## config.mk

```make
export PLATFORM = sky130hd
export DESIGN_NAME = cpu_clock_phase_gen
export DESIGN_NICKNAME = d
export VERILOG_FILES = /design/src/rtl/cpu_clock_phase_gen.sv
export SDC_FILE = /design/constraint.sdc
export NUM_CORES = 1
export LEC_CHECK = 0
export CAP_MARGIN = 40
export CORE_MARGIN = 2
export CORE_UTILIZATION = 40
export CTS_CLUSTER_DIAMETER = 150
export DETAILED_ROUTE_END_ITERATION = 8
export PLACE_DENSITY = 0.66
export SYNTH_ARGS = -nofsm -noshare
export SYNTH_HDL_FRONTEND = slang
export SYNTH_SLANG_ARGS = --single-unit
```

## constraint.sdc

```tcl
create_clock -name clk_sys -period 1.5 [get_ports clk_sys]
set_input_delay 0.45 -clock clk_sys [delete_from_list [all_inputs] [get_ports clk_sys]]
set_output_delay 0.45 -clock clk_sys [all_outputs]
set_load 0.02 [all_outputs]
```

## src/rtl/cpu_clock_phase_gen.sv

```systemverilog
// Clock-enable generator: mclk pixel strobes and phi1/phi2 CPU strobes derived from clk_sys,
// with CPU cycles stretched from FAST_LEN to SLOW_LEN mclk periods for TIA/RIOT accesses.

module cpu_clock_phase_gen_param_chk #(
  parameter int MCLK_DIV = 4,
  parameter int FAST_LEN = 4,
  parameter int SLOW_LEN = 6
) (
  input logic clk_sys
);

  // Flag illegal parameter sets while simulating
  always @(posedge clk_sys) begin
    assert ((MCLK_DIV >= 4) && ((MCLK_DIV % 2) == 0) && (FAST_LEN >= 3) &&
            (SLOW_LEN > FAST_LEN) && (SLOW_LEN <= 8))
      else $error("cpu_clock_phase_gen: illegal parameter set");
  end

endmodule

module cpu_clock_phase_gen #(
  parameter int MCLK_DIV = 4,
  parameter int FAST_LEN = 4,
  parameter int SLOW_LEN = 6
) (
  input  logic       clk_sys,
  input  logic       rst,
  input  logic       slow_access,
  input  logic       freeze,
  output logic       mclk0,
  output logic       mclk1,
  output logic       pclk1,
  output logic       pclk0,
  output logic       slow_cycle,
  output logic [2:0] cyc_pos
);

  localparam int DW = $clog2(MCLK_DIV);
  localparam logic [DW-1:0] DIV_LAST  = DW'(MCLK_DIV - 1);
  localparam logic [DW-1:0] DIV_MID   = DW'(MCLK_DIV / 2);
  localparam logic [DW-1:0] DIV_ZERO  = DW'(0);
  localparam logic [DW-1:0] DIV_ONE   = DW'(1);
  localparam logic [2:0]    FAST_LAST = 3'(FAST_LEN - 1);
  localparam logic [2:0]    SLOW_LAST = 3'(SLOW_LEN - 1);

  logic [DW-1:0] div_r;
  logic [DW-1:0] div_nxt_s;
  logic [2:0]    pos_r;
  logic [2:0]    pos_nxt_s;
  logic [2:0]    pos_last_s;
  logic          slow_r;
  logic          mid_s;
  logic          start_s;
  logic          adv_s;
  logic          mclk0_r;
  logic          mclk1_r;
  logic          pclk1_r;
  logic          pclk0_r;
  logic [2:0]    cyc_pos_r;

  cpu_clock_phase_gen_param_chk #(
    .MCLK_DIV (MCLK_DIV),
    .FAST_LEN (FAST_LEN),
    .SLOW_LEN (SLOW_LEN)
  ) u_param_chk (
    .clk_sys (clk_sys)
  );

  // Divider successor, strobe decode and CPU position successor
  always_comb begin
    div_nxt_s  = DIV_ZERO;
    pos_nxt_s  = pos_r;
    pos_last_s = FAST_LAST;
    if (div_r == DIV_LAST) begin
      div_nxt_s = DIV_ZERO;
    end else begin
      div_nxt_s = div_r + DIV_ONE;
    end
    start_s = (div_nxt_s == DIV_ZERO);
    mid_s   = (div_nxt_s == DIV_MID);
    adv_s   = mid_s && !freeze;
    if (slow_r) begin
      pos_last_s = SLOW_LAST;
    end else begin
      pos_last_s = FAST_LAST;
    end
    // A frozen strobe leaves the position untouched so the missed pclk replays later
    if (adv_s) begin
      if (pos_r == pos_last_s) begin
        pos_nxt_s = 3'd0;
      end else begin
        pos_nxt_s = pos_r + 3'd1;
      end
    end else begin
      pos_nxt_s = pos_r;
    end
  end

  // Divider, CPU position, slow sample and registered strobes
  always_ff @(posedge clk_sys) begin
    if (rst) begin
      div_r     <= DIV_ZERO;
      pos_r     <= 3'd0;
      slow_r    <= 1'b0;
      mclk0_r   <= 1'b0;
      mclk1_r   <= 1'b0;
      pclk1_r   <= 1'b0;
      pclk0_r   <= 1'b0;
      cyc_pos_r <= 3'd0;
    end else begin
      div_r     <= div_nxt_s;
      pos_r     <= pos_nxt_s;
      mclk0_r   <= start_s;
      mclk1_r   <= mid_s;
      pclk1_r   <= adv_s && (pos_r == 3'd0);
      pclk0_r   <= adv_s && (pos_r == pos_last_s);
      cyc_pos_r <= pos_r;
      // Address is settled one mclk after phi1, so chip-select is sampled only then
      if (adv_s && (pos_r == 3'd1)) begin
        slow_r <= slow_access;
      end else begin
        slow_r <= slow_r;
      end
    end
  end

  assign mclk0      = mclk0_r;
  assign mclk1      = mclk1_r;
  assign pclk1      = pclk1_r;
  assign pclk0      = pclk0_r;
  assign slow_cycle = slow_r;
  assign cyc_pos    = cyc_pos_r;

endmodule

```

==> impl_metrics.toml <==
[detailed_routing]
antenna_left = 0
viasPerCell = 4.671
routed_wl_microns = 787
vias = 369
wl_per_cell_microns = 9.962
drt_iter0_drc = 6
drt_pre_antenna_iters = 3
drc_errors = 0

[sta]
rsz0062_at_grt = "no"
slew_headroom_pct = 83.27
setup_viol = 0
fin_crit_ns = 1.380
skew_ns = 0.003513
worstMarginPinSlew_ns = 0.2498
finalHoldViolCount = 0
period_share_pct = 92.03
timing.fmax_ghz = 0.7244
slew_violations = 0

[placement]
routabilityCongestion = 0.7984
io_buffers = 11
dp_cells = 75
postPlaceCellArea_sq_um = 658.1

[cts]
htree_num_levels = 1
post_cts_buffers = 0
cts_tree = "done"
path_clk_slew_ns = 0.07
cts_made_buffers = 3
clk-insertion-delay-late_ns = 0.28
cts_sinks = 13
cts_hold_buf = 0
clockRootBuffer = "clkbuf_4"
cts.path.max_buffers = 2

[worst_setup_path]
path_buf_inv = 1
cp_cell_sequence = "dlygate4sd2_1"
reg2reg_slack_ns = 0.25
critPathLaunch = "slow_cycle"
crit_arrival_ns = 0.93
critPathLaunchType = "flop"
crit_path_end_kind = "primary output"
r2r-start = "pos_r[0]"
crit_family = "flip-flops"
slowest_stage = "dfxtp_1"
crit_fanout = 2
slowest_delay_ns = 0.33
r2r_cells = 4
reg2reg_to = "pos_r[1]"
critPathCapture = "slow_cycle"
required_ns = 1.05
crit_type = "flop to primary output"
crit_cells = 1

[synthesis]
ys_seq_elements = 13
synth-edff-count = 0
ys_types = 23
synth_common_cells = "dfxtp_1, ha_1, nor2_1, inv_1"
yosysSeqAreaShare_pct = 50.12
synthFlopType = "dfxtp_1"
synth.area.top_cells = "dfxtp_1, ha_1, nor2_1, nor3b_1, nor2b_1"
syn_nets = 59
ys_async_sr_fraction_pct = 0
synth_largest_area_cell = "dfxtp_1"
synthCells = 49
post-synth-top-count-cell = "dfxtp_1"
syn-cell-area_sq_um = 519.2
yosysTopAreaCellShare_pct = 50.12
synth_warnings = 0
avgSynthCellArea_sq_um = 10.60

[pwr]
clkPwrFrac_pct = 32.1
p_seq_share_pct = 56.3
p_sw_share_pct = 24.53
vdd_drop_max_mv = 0.5164
power.switching_uw = 163.7
comb_power_share_pct = 11.6
p_leak_nw = 0.3132
p_int_uw = 503.7
power_density_nw_per_um2 = 989.5

[die]
io_pins = 12
die_area_sq_um = 1602
die_h_microns = 40.03
core-area_sq_um = 1156
fp-row-count = 12
die_x_microns = 40.03
initial_core_util_pct = 44.91

[finish]
final.fill_count = 102
nets = 76
stdcell_count = 79
n_antenna_cell = 0
fin_area_sq_um = 674.4
area.growth.synth_to_final_pct = 29.88
layout-drive-gt1-share_pct = 13.85

[grt]
grt_max_degree = 10
grtUsageTotal_pct = 13.77
overflow = 0
grt_pass1_wl_microns = 1380
grt_pass1_vias = 315
antenna_found_initial = 0

[worst_hold_path]
hold_path_class = "flop to flop"

[status]
status = "finished, final reports clean"

[run]
drv_cap = 0
## power by group through the flow
| stage | sequential (mW) | combinational (mW) | clock [mW] |
|---|---|---|---|
| final | 0.376 | 0.0775 | 0.214 |
| after global routing | 0.378 | 0.0899 | 0.242 |
| after CTS | 0.376 | 0.0786 | 0.224 |
| after detailed placement | 0.384 | 0.0831 | 0 |
| after global placement | 0.383 | 0.0841 | 0 |
| after floorplan | 0.391 | 0.0418 | 0 |
## registers in the layout (all words and copies together) (netlist names)
signal / cells
cyc_pos: 3
div_r: 2
mclk0: 1
mclk1: 1
pclk0: 1
pclk1: 1
pos_r: 3
slow_cycle: 1
## metrics by stage
stage / hold WS [ns] / setup TNS [ns] / utilization, % / setup WS, ns / power (mW)
5_1_grt: 0.5118 / 0 / 58.33 / 0.07830 / 0.7101
6_report: 0.4916 / 0 / 58.33 / 0.1196 / 0.6673
2_1_floorplan: 0.4587 / 0 / - / 0.3440 / 0.4325
3_3_place_gp: 0.4779 / -0.04582 / 56.93 / -0.04582 / 0.4675
3_5_place_dp: 0.4878 / -0.09056 / 56.93 / -0.04649 / 0.4675
4_1_cts: 0.4986 / 0 / 58.33 / 0.1044 / 0.6779
## logic make-up after synthesis
group	share of synthesized area [%]
AO/OA/AOI/OAI	10.36
XOR/XNOR	1.687
adder cells (fa/ha/maj)	14.46
buffers and inverters	3.613
flip-flops	50.12
AND/OR/NAND/NOR	19.76
## layer usage
metal	global-route usage (%)	part of all wire, %	vias up
met5	0	0	-
met3	8.333	7.1	3
met1	17.23	53	155
li1	-	-	201
met2	18.95	38	10
met4	5.172	1.8	0
## layout by cell type, fill, tap and decap left out
| cell | count |
|---|---|
| and3b_2 | 1 |
| a21bo_2 | 1 |
| inv_2 | 1 |
| a31oi_1 | 1 |
| nand2_1 | 1 |
| nor3b_2 | 1 |
| clkbuf_4 | 3 |
| clkdlybuf4s50_1 | 3 |
| nand2b_1 | 1 |
| a21oi_1 | 1 |
| nand3_1 | 1 |
| nor3_1 | 2 |
| inv_1 | 3 |
| o21ai_0 | 1 |
| xnor2_1 | 1 |
| clkbuf_1 | 1 |
| and3b_1 | 1 |
| dlygate4sd2_1 | 8 |
| o311ai_1 | 1 |
| a311o_1 | 1 |
| buf_4 | 2 |
| nor3b_1 | 2 |
| ha_1 | 6 |
| a22o_1 | 1 |
| nor2b_1 | 2 |
| nor2_1 | 5 |
| dfxtp_1 | 13 |
## timing repair
| item | in CTS | in global routing |
|---|---|---|
| hold endpoints to repair | 0 | 0 |
| setup endpoints to repair | 8 | 0 |
| gates resized for setup | 8 | 0 |
## worst min path at each step
stage	cells past startpoint	slack [ns]	start	to
finish	1	0.49	div_r[0]	div_r[0]
global route	1	0.51	div_r[0]	div_r[0]
CTS	1	0.50	div_r[0]	div_r[0]
detailed placement	1	0.49	div_r[0]	div_r[0]
global placement	1	0.48	div_r[0]	div_r[0]
floorplan	1	0.46	div_r[0]	div_r[0]
## cell type report
type	count	area (sq um)	share of cell area, %
Clock buffer	4	26.28	3.896
Inverter	4	15.01	2.226
Multi-Input combinational cell	31	240.2	35.62
Sequential cell	13	260.3	38.59
Tap cell	14	17.52	2.597
Timing Repair Buffer	13	115.1	17.07
(Power assumes the default switching activity.)
